### src/rtl/rejestr_pkg.sv
// rtl/rejestr_pkg.sv - shared types and constants for the shift-register sequencing controller
package rejestr_pkg;

  localparam int WIDTH = 4;
  localparam int AMT_W = 3;

  typedef enum logic [1:0] {
    OP_READ     = 2'b00,
    OP_SHR      = 2'b01,
    OP_SHL      = 2'b10,
    OP_LOAD_SHR = 2'b11
  } op_t;

  // Encoded directly as the register's {S1,S0} select.
  typedef enum logic [1:0] {
    MODE_HOLD = 2'b00,
    MODE_SHR  = 2'b01,
    MODE_SHL  = 2'b10,
    MODE_LOAD = 2'b11
  } mode_t;

  typedef enum logic [1:0] {
    IDLE,
    LOAD,
    SHIFT,
    DONE
  } state_t;

endpackage

### src/rtl/licznik_przesuniec.sv
// rtl/licznik_przesuniec.sv - loadable shift down-counter with a last-cycle flag
module licznik_przesuniec #(
  parameter int AMT_W = 3
) (
  input  logic             clk,
  input  logic             rst,
  input  logic             load,
  input  logic [AMT_W-1:0] load_value,
  input  logic             dec,
  output logic             last
);

  logic [AMT_W-1:0] count;

  always_ff @(posedge clk) begin
    if (rst) begin
      count <= '0;
    end else if (load) begin
      count <= load_value;
    end else if (dec && (count != '0)) begin
      count <= count - 1'b1;
    end
  end

  // High during the final shift cycle of a burst.
  assign last = (count == AMT_W'(1));

endmodule

### src/rtl/sterownik_rejestru.sv
// rtl/sterownik_rejestru.sv - command/result sequencer driving the shift register's S1/S0/I
module sterownik_rejestru #(
  parameter int WIDTH = 4,
  parameter int AMT_W = 3
) (
  input  logic             CLK,
  input  logic             RST,
  input  logic             CMD_VALID,
  output logic             CMD_READY,
  input  logic [1:0]       CMD_OP,
  input  logic [AMT_W-1:0] CMD_AMT,
  input  logic [WIDTH-1:0] CMD_DATA,
  output logic             S1,
  output logic             S0,
  output logic [WIDTH-1:0] I,
  input  logic [WIDTH-1:0] Q,
  output logic             RES_VALID,
  input  logic             RES_READY,
  output logic [WIDTH-1:0] RES_DATA,
  output logic             BUSY
);

  import rejestr_pkg::*;

  state_t           state, state_nx;
  mode_t            mode_q, mode_nx;
  logic [WIDTH-1:0] i_q, i_nx;
  logic [AMT_W-1:0] amt_q, amt_nx;
  logic             res_valid_q, res_valid_nx;
  logic [WIDTH-1:0] res_data_q, res_data_nx;

  logic             cnt_load;
  logic             cnt_dec;
  logic [AMT_W-1:0] cnt_value;
  logic             cnt_last;

  licznik_przesuniec #(.AMT_W(AMT_W)) u_licznik (
    .clk        (CLK),
    .rst        (RST),
    .load       (cnt_load),
    .load_value (cnt_value),
    .dec        (cnt_dec),
    .last       (cnt_last)
  );

  always_ff @(posedge CLK) begin
    if (RST) begin
      state       <= IDLE;
      mode_q      <= MODE_HOLD;
      i_q         <= '0;
      amt_q       <= '0;
      res_valid_q <= 1'b0;
      res_data_q  <= '0;
    end else begin
      state       <= state_nx;
      mode_q      <= mode_nx;
      i_q         <= i_nx;
      amt_q       <= amt_nx;
      res_valid_q <= res_valid_nx;
      res_data_q  <= res_data_nx;
    end
  end

  always_comb begin
    state_nx     = state;
    mode_nx      = mode_q;
    i_nx         = i_q;
    amt_nx       = amt_q;
    res_valid_nx = res_valid_q;
    res_data_nx  = res_data_q;
    cnt_load     = 1'b0;
    cnt_dec      = 1'b0;
    cnt_value    = '0;

    case (state)
      IDLE: begin
        mode_nx = MODE_HOLD;
        i_nx    = '0;
        if (CMD_VALID) begin
          amt_nx = CMD_AMT;
          case (op_t'(CMD_OP))
            OP_LOAD_SHR: begin
              state_nx = LOAD;
              mode_nx  = MODE_LOAD;
              i_nx     = CMD_DATA;
            end
            OP_SHR, OP_SHL: begin
              if (CMD_AMT != '0) begin
                state_nx  = SHIFT;
                mode_nx   = (CMD_OP == OP_SHR) ? MODE_SHR : MODE_SHL;
                cnt_load  = 1'b1;
                cnt_value = CMD_AMT;
              end else begin
                state_nx = DONE;
              end
            end
            default: state_nx = DONE;
          endcase
        end
      end

      // The register captures I at the edge that leaves this state.
      LOAD: begin
        i_nx = '0;
        if (amt_q != '0) begin
          state_nx  = SHIFT;
          mode_nx   = MODE_SHR;
          cnt_load  = 1'b1;
          cnt_value = amt_q;
        end else begin
          state_nx = DONE;
          mode_nx  = MODE_HOLD;
        end
      end

      SHIFT: begin
        cnt_dec = 1'b1;
        if (cnt_last) begin
          state_nx = DONE;
          mode_nx  = MODE_HOLD;
        end
      end

      // Q has settled after the last mode edge, so it is sampled one edge into DONE.
      DONE: begin
        mode_nx = MODE_HOLD;
        i_nx    = '0;
        if (!res_valid_q) begin
          res_valid_nx = 1'b1;
          res_data_nx  = Q;
        end else if (RES_READY) begin
          res_valid_nx = 1'b0;
          state_nx     = IDLE;
        end
      end

      default: begin
        state_nx = IDLE;
        mode_nx  = MODE_HOLD;
        i_nx     = '0;
      end
    endcase
  end

  assign {S1, S0}  = mode_q;
  assign I         = i_q;
  assign RES_VALID = res_valid_q;
  assign RES_DATA  = res_data_q;
  assign CMD_READY = (state == IDLE);
  assign BUSY      = !CMD_READY;

endmodule

### config.mk
export PLATFORM = sky130hd
export DESIGN_NAME = sterownik_rejestru
export DESIGN_NICKNAME = d
export VERILOG_FILES = /design/src/rtl/rejestr_pkg.sv /design/src/rtl/licznik_przesuniec.sv /design/src/rtl/sterownik_rejestru.sv
export SDC_FILE = /design/constraint.sdc
export NUM_CORES = 1
export LEC_CHECK = 0
export ABC_AREA = 1
export ABC_CLOCK_PERIOD_IN_PS = 1400
export CORE_ASPECT_RATIO = 1.4
export CORE_UTILIZATION = 45
export DETAILED_ROUTE_END_ITERATION = 7
export GPL_TIMING_DRIVEN = 1
export PLACE_DENSITY = 0.75
export SLEW_MARGIN = 20
export SYNTH_ARGS = -nofsm -noshare
export SYNTH_HDL_FRONTEND = slang
export SYNTH_SLANG_ARGS = --single-unit
### constraint.sdc
create_clock -name CLK -period 1.4 [get_ports CLK]
set_input_delay 0.28 -clock CLK [delete_from_list [all_inputs] [get_ports CLK]]
set_output_delay 0.28 -clock CLK [all_outputs]
set_load 0.01 [all_outputs]
Word level (Yosys, flattened, before mapping)
Index checks and enable logic that the tools add are counted.

cells by class
  $add $sub $neg = 1
  eq/ne operators = 11
  multiplexer cells = 33
  bitwise operators = 1
  reduce and logical (&&, ||, !) cells = 13

operators by type and width
  operator                                           count
  two-way mux 3 bit                                  6
  two-way mux 2 bit                                  8
  one-hot mux 2 bit (4 select lines)                 2
  two-way mux 1 bit                                  10
  nonzero test 3 bit                                 3
  == test 2 bit (second input constant)              4
  two-way mux 4 bit                                  2
  != test 2 bit (second input constant)              4
  one-hot mux 2 bit (2 select lines)                 2
  one-hot mux 4 bit (2 select lines)                 1
  one-hot mux 3 bit (2 select lines)                 1
  == test 2 x 1 -> 1 bit (second input constant)     2
  AND reduction 2 bit                                2
  AND reduction 4 bit                                1
  nonzero test 2 bit                                 2
  OR reduction 2 bit                                 2
  == test 3 x 1 -> 1 bit (second input constant)     1
  subtractor 3 x 1 -> 3 bit (second input constant)  1
  logical NOT 2 bit                                  1
  one-hot mux 1 bit (2 select lines)                 1
  logical AND 1 bit                                  1
  logical NOT 1 bit                                  1
  NOT 1 bit                                          1

storage, ports and cells
  bits in registers = 19
  input port bits = 17
  output and inout port bits = 13
  logic and storage cells = 66

Longest topological paths before layout
  depth after elaboration = 6
  depth in mapped cells = 10

Hierarchy
Synthesis repeated with hierarchy kept, for this count alone.

unflattened totals
  cells, all modules = 160
  area, all modules = 1,086.0 µm²

by module, submodules not included
  module              times used  cells an instance  area each (µm²)  sequential area each (µm²)
  sterownik_rejestru  1           126                854.6            320.3
  licznik_przesuniec  1           34                 231.5            60.1

Worst setup path after synthesis
Ideal clock, no wire load.

  kind = reg-to-reg
  start point = register state[0]
  end point = register u_licznik.count[1]
  setup time = 0.132 ns
  arrival time = 1.249 ns
  setup slack = 0.019 ns
  stages on the path, launching flop included = 10
  path buffers = 0
  period minus slack after synthesis = 1.381 ns
  cells stage by stage = dfxtp_1 -> inv_1 -> ha_1 -> nand2_2 -> nor2_4 -> nand2_4 -> nand2_1 -> nand2_1 -> nand2_1 -> a21oi_2

on the way
  elaborated cells on any way between the ends = 9
  those cells by class = eq/ne: 2; mux: 4; reduce/logical: 3

RTL lines
  element                                                                                   RTL line                  text
  start: declaration                                                                        sterownik_rejestru.sv:25  state_t state, state_nx;
  start signal: assignment                                                                  sterownik_rejestru.sv:55  state <= state_nx;
  logical NOT 2 bit *                                                                       -
  via CMD_READY                                                                             sterownik_rejestru.sv:9   output logic CMD_READY,
  one-hot mux 3 bit (2 select lines) or one-hot mux 1 bit (2 select lines) (tied branches)  sterownik_rejestru.sv:75  case (state)
  two-way mux 3 bit or nonzero test 2 bit (tied branches)                                   -
  end signal: assignment                                                                    licznik_przesuniec.sv:19  count <= load_value;
  end signal: assignment                                                                    licznik_przesuniec.sv:21  count <= count - 1'b1;
  end: declaration                                                                          licznik_przesuniec.sv:13  logic [AMT_W-1:0] count;

Mark *: on every way through the listed nets, which the timed path passes. The rest lies on a longest branch.
A chain may end at the register's enable or synchronous reset.

Worst setup path in the final report
  start point = register state[0]
  end point = output BUSY

on the way
  cells in the longest elaborated chain, start to end = 2

ends and longest elaborated chain
  element            RTL line                   text
  logical NOT 2 bit  sterownik_rejestru.sv:149  assign CMD_READY = (state == IDLE);
  logical NOT 1 bit  sterownik_rejestru.sv:150  assign BUSY = !CMD_READY;
  end: declaration   sterownik_rejestru.sv:20   output logic BUSY

Every way passes these cells.

==> flow_metrics.py <==
metrics = {
    "die": {
        "fp-row-count": 21,
        "die_x_um": 44.16,
        "core_um2": 2365,
        "dieArea_um2": 2695,
        "io_pins": 30,
        "start_util_pct": 47.35,
        "die_h_um": 61.03,
    },
    "logic_synthesis": {
        "synth-compound-area-share_pct": 12.07,
        "yosysSeqAreaShare_pct": 33.97,
        "syn_inst": 160,
        "yosys_warnings": 0,
        "synth_area_leader_cell": "dfxtp_1",
        "synthXorXnorAreaFrac_pct": 0.7821,
        "ys_ff_latch": 19,
        "synth_top_area_share_pct": 33.97,
        "avgSynthCellArea_um2": 6.999,
        "synth.mux.area_fraction_pct": 0,
        "synth_cell_types": 23,
        "ys.flop_type": "dfxtp_1",
        "syn_area_um2": 1120,
        "synth_nets": 188,
        "async_reset_ff_share_pct": 0,
        "ys_top_cells_by_area": "dfxtp_1, ha_1, nand2_1",
        "synth_top_family_by_area": "simple AND/OR/NAND/NOR gates",
        "synthAdderAreaFrac_pct": 12.29,
        "synth-simple-area-share_pct": 32.18,
        "synth_edf_count": 0,
    },
    "clocking": {
        "postCtsHoldBufs": 0,
        "cts_buffers": 3,
        "path_clk_slew_ns": 0.11,
        "insertion_delay_ns": 0.31,
        "max-clock-path-buffers": 2,
        "cts_tree": "yes",
        "clockRootBuffer": "clkbuf_4",
        "cts.sinks": 19,
        "htree_levels": 1,
    },
    "layout": {
        "final_util_pct": 71.22,
        "drive_gt1_share_pct": 27.49,
        "nNetsFinal": 240,
        "seqCellArea_um2": 385.4,
        "stdcell_area_um2": 1684,
        "nFillCells": 190,
        "stdcell_count": 234,
        "diodes": 0,
        "multi_input_area_um2": 735.7,
        "area_growth_pct": 50.39,
    },
    "setup_path": {
        "cp_slowest_cell": "dfxtp_2",
        "startpoint": "state[0]$_SDFFE_PP0P_",
        "critPathKind": "flop to output port",
        "ff2ff_path_depth": 8,
        "arrival_ns": 1.07,
        "r2r_setup_slack_ns": 0.08,
        "timing.rr.end": "u_licznik.count[0]$_SDFFE_PP0P_",
        "timing.rr.start": "u_licznik.count[1]$_SDFFE_PP0P_",
        "required_ns": 1.12,
        "crit_chain": "inv_2 > ha_4 > inv_2 > buf_2",
        "crit_fanout": 3,
        "end_kind": "output port",
        "start_kind": "flop",
        "cp-endpoint": "BUSY",
        "critPathMaxStageDelay_ns": 0.36,
        "crit_top_cell": "inv_2",
    },
    "routing": {
        "finalWirelength_mm": 2.906,
        "vias": 1188,
        "drc": 0,
        "wire_per_inst_um": 12.42,
        "ant_nets": 0,
        "drtIter0Drc": 15,
        "firstDrtPassIters": 6,
        "viasPerCell": 5.077,
    },
    "sta": {
        "grt_setup_unrepaired": "yes",
        "fin_ws_ns": 0.05238,
        "fin_crit_ns": 1.348,
        "slew_violations": 0,
        "post-route-period-util_pct": 96.26,
        "max_freq_mhz": 742.0,
        "worstMarginPinSlew_ns": 0.2295,
        "clock_skew_ns": 0.001144,
        "hold_viol": 0,
        "setup_violations": 0,
        "relSlewSlack_pct": 84.70,
        "holdWs_ns": 0.4577,
    },
    "global_routing": {
        "grt_pass1_vias": 1077,
        "grt_max_degree": 11,
        "grt_usage_pct": 23.60,
        "antenna_found_initial": 0,
        "grt_pass1_wl_mm": 4.650,
        "grt_overflow": 0,
    },
    "power_and_ir_drop": {
        "power.density_nw_per_um2": 1611,
        "ir_worst_vdd_mv": 0.9175,
        "p_leak_nw": 0.8221,
    },
    "place": {
        "dp_slack_ns": -0.4132,
        "dp_hpwl_mm": 2.149,
        "gp_congestion": 0.8722,
        "placed_cells": 227,
        "port_buffers": 29,
        "dpl_cell_area_um2": 1555,
    },
    "min_path": {
        "whs_path_depth": 2,
        "hold_path.class": "flop to flop",
    },
    "run_status": {
        "status": "finished clean",
    },
    "job": {
        "cap_violations": 0,
    },
}
## timing repair
action,in CTS,in global routing
endpoints found under the setup margin,23,16
resized for setup,33,23
pin swaps,2,11
cloned,0,0
hold endpoints to repair,0,0
buffers inserted,0,3
## report_power, final
part / switching (mW) / total (mW) / internal [mW]
Sequential: 0.0896 / 0.779 / 0.689
Combinational: 0.900 / 1.65 / 0.745
Clock: 0.178 / 0.289 / 0.112
Total: 1.17 / 2.71 / 1.55
## through the flow
step / power (mW) / TNS, ns
finish: 2.713 / 0
global route: 2.942 / -0.02196
CTS: 2.493 / 0
detailed placement: 2.170 / -3.536
global placement: 2.104 / -3.108
floorplan: 1.603 / 0
## layout make-up
cell class                      instances  share of cell area (%)
Multi-Input combinational cell        115                   43.68
Timing Repair Buffer                   48                   24.59
Sequential cell                        19                   22.88
Inverter                               25                   5.572
Tap cell                               23                   1.709
Clock buffer                            4                   1.560
## layout by cell type (no fill, tap or decap), types with 2 or more instances in the layout
cell type / netlist / final
a21oi_1: 12 / 11
a21oi_2: 2 / 3
buf_2: 0 / 2
buf_4: 0 / 18
clkbuf_4: 0 / 3
clkdlybuf4s50_1: 0 / 14
dfxtp_1: 19 / 15
dfxtp_2: 0 / 4
dlygate4sd2_1: 0 / 12
ha_1: 11 / 5
ha_2: 0 / 2
ha_4: 0 / 4
inv_1: 23 / 15
inv_2: 1 / 9
nand2_1: 32 / 29
nand2_2: 1 / 2
nand2_4: 1 / 3
nand3_1: 7 / 6
nand3_2: 1 / 2
nand4_1: 6 / 6
nor2_1: 26 / 23
nor2_2: 0 / 2
nor2_4: 1 / 2
o21ai_0: 9 / 8
o21ai_1: 1 / 2
## routing by layer
| metal | track usage (%) | share of wire (%) |
|---|---|---|
| met1 | 27.45 | 41 |
| met2 | 42.02 | 53 |
| met3 | 3.519 | 3.2 |
| met4 | 11.26 | 2.0 |
| met5 | 0 | 0 |
## logic make-up after synthesis
| group | count (synthesis) |
|---|---|
| buf+inv | 26 |
| fa+ha+maj | 11 |
| xor+xnor | 1 |
| compound gates | 25 |
| simple gates | 78 |
| flops | 19 |
## worst max-delay path, delay by kind of cell (launching register included)
| family | cells | cell delay, ns |
|---|---|---|
| flops | 1 | 0.36 |
| buf+inv | 3 | 0.23 |
| fa+ha+maj | 1 | 0.16 |
## synthesized netlist by cell type (2+ instances only)
cell type	count
ha_1	11
o21ai_0	9
a21oi_2	2
nand4_1	6
dfxtp_1	19
inv_1	23
nor2_1	26
nand3_1	7
a21oi_1	12
nand2_1	32
## registers in the layout, indices dropped and copies added, names as in the netlist
signal / flops
u_licznik.count: 3
mode_q: 2
RES_VALID: 1
I: 4
state: 2
RES_DATA: 4
amt_q: 3
## worst min path at each step
| stage | startpoint | to | slack (ns) |
|---|---|---|---|
| finish | I[3]$_SDFFE_PP0P_ | I[3]$_SDFFE_PP0P_ | 0.46 |
| global route | I[3]$_SDFFE_PP0P_ | I[3]$_SDFFE_PP0P_ | 0.47 |
| CTS | I[3]$_SDFFE_PP0P_ | I[3]$_SDFFE_PP0P_ | 0.47 |
| detailed placement | I[3]$_SDFFE_PP0P_ | I[3]$_SDFFE_PP0P_ | 0.45 |
| global placement | I[3]$_SDFFE_PP0P_ | I[3]$_SDFFE_PP0P_ | 0.44 |
| floorplan | Q[0] | RES_DATA[0]$_SDFFE_PP0P_ | 0.41 |
Power figures use the tool's default switching activity.
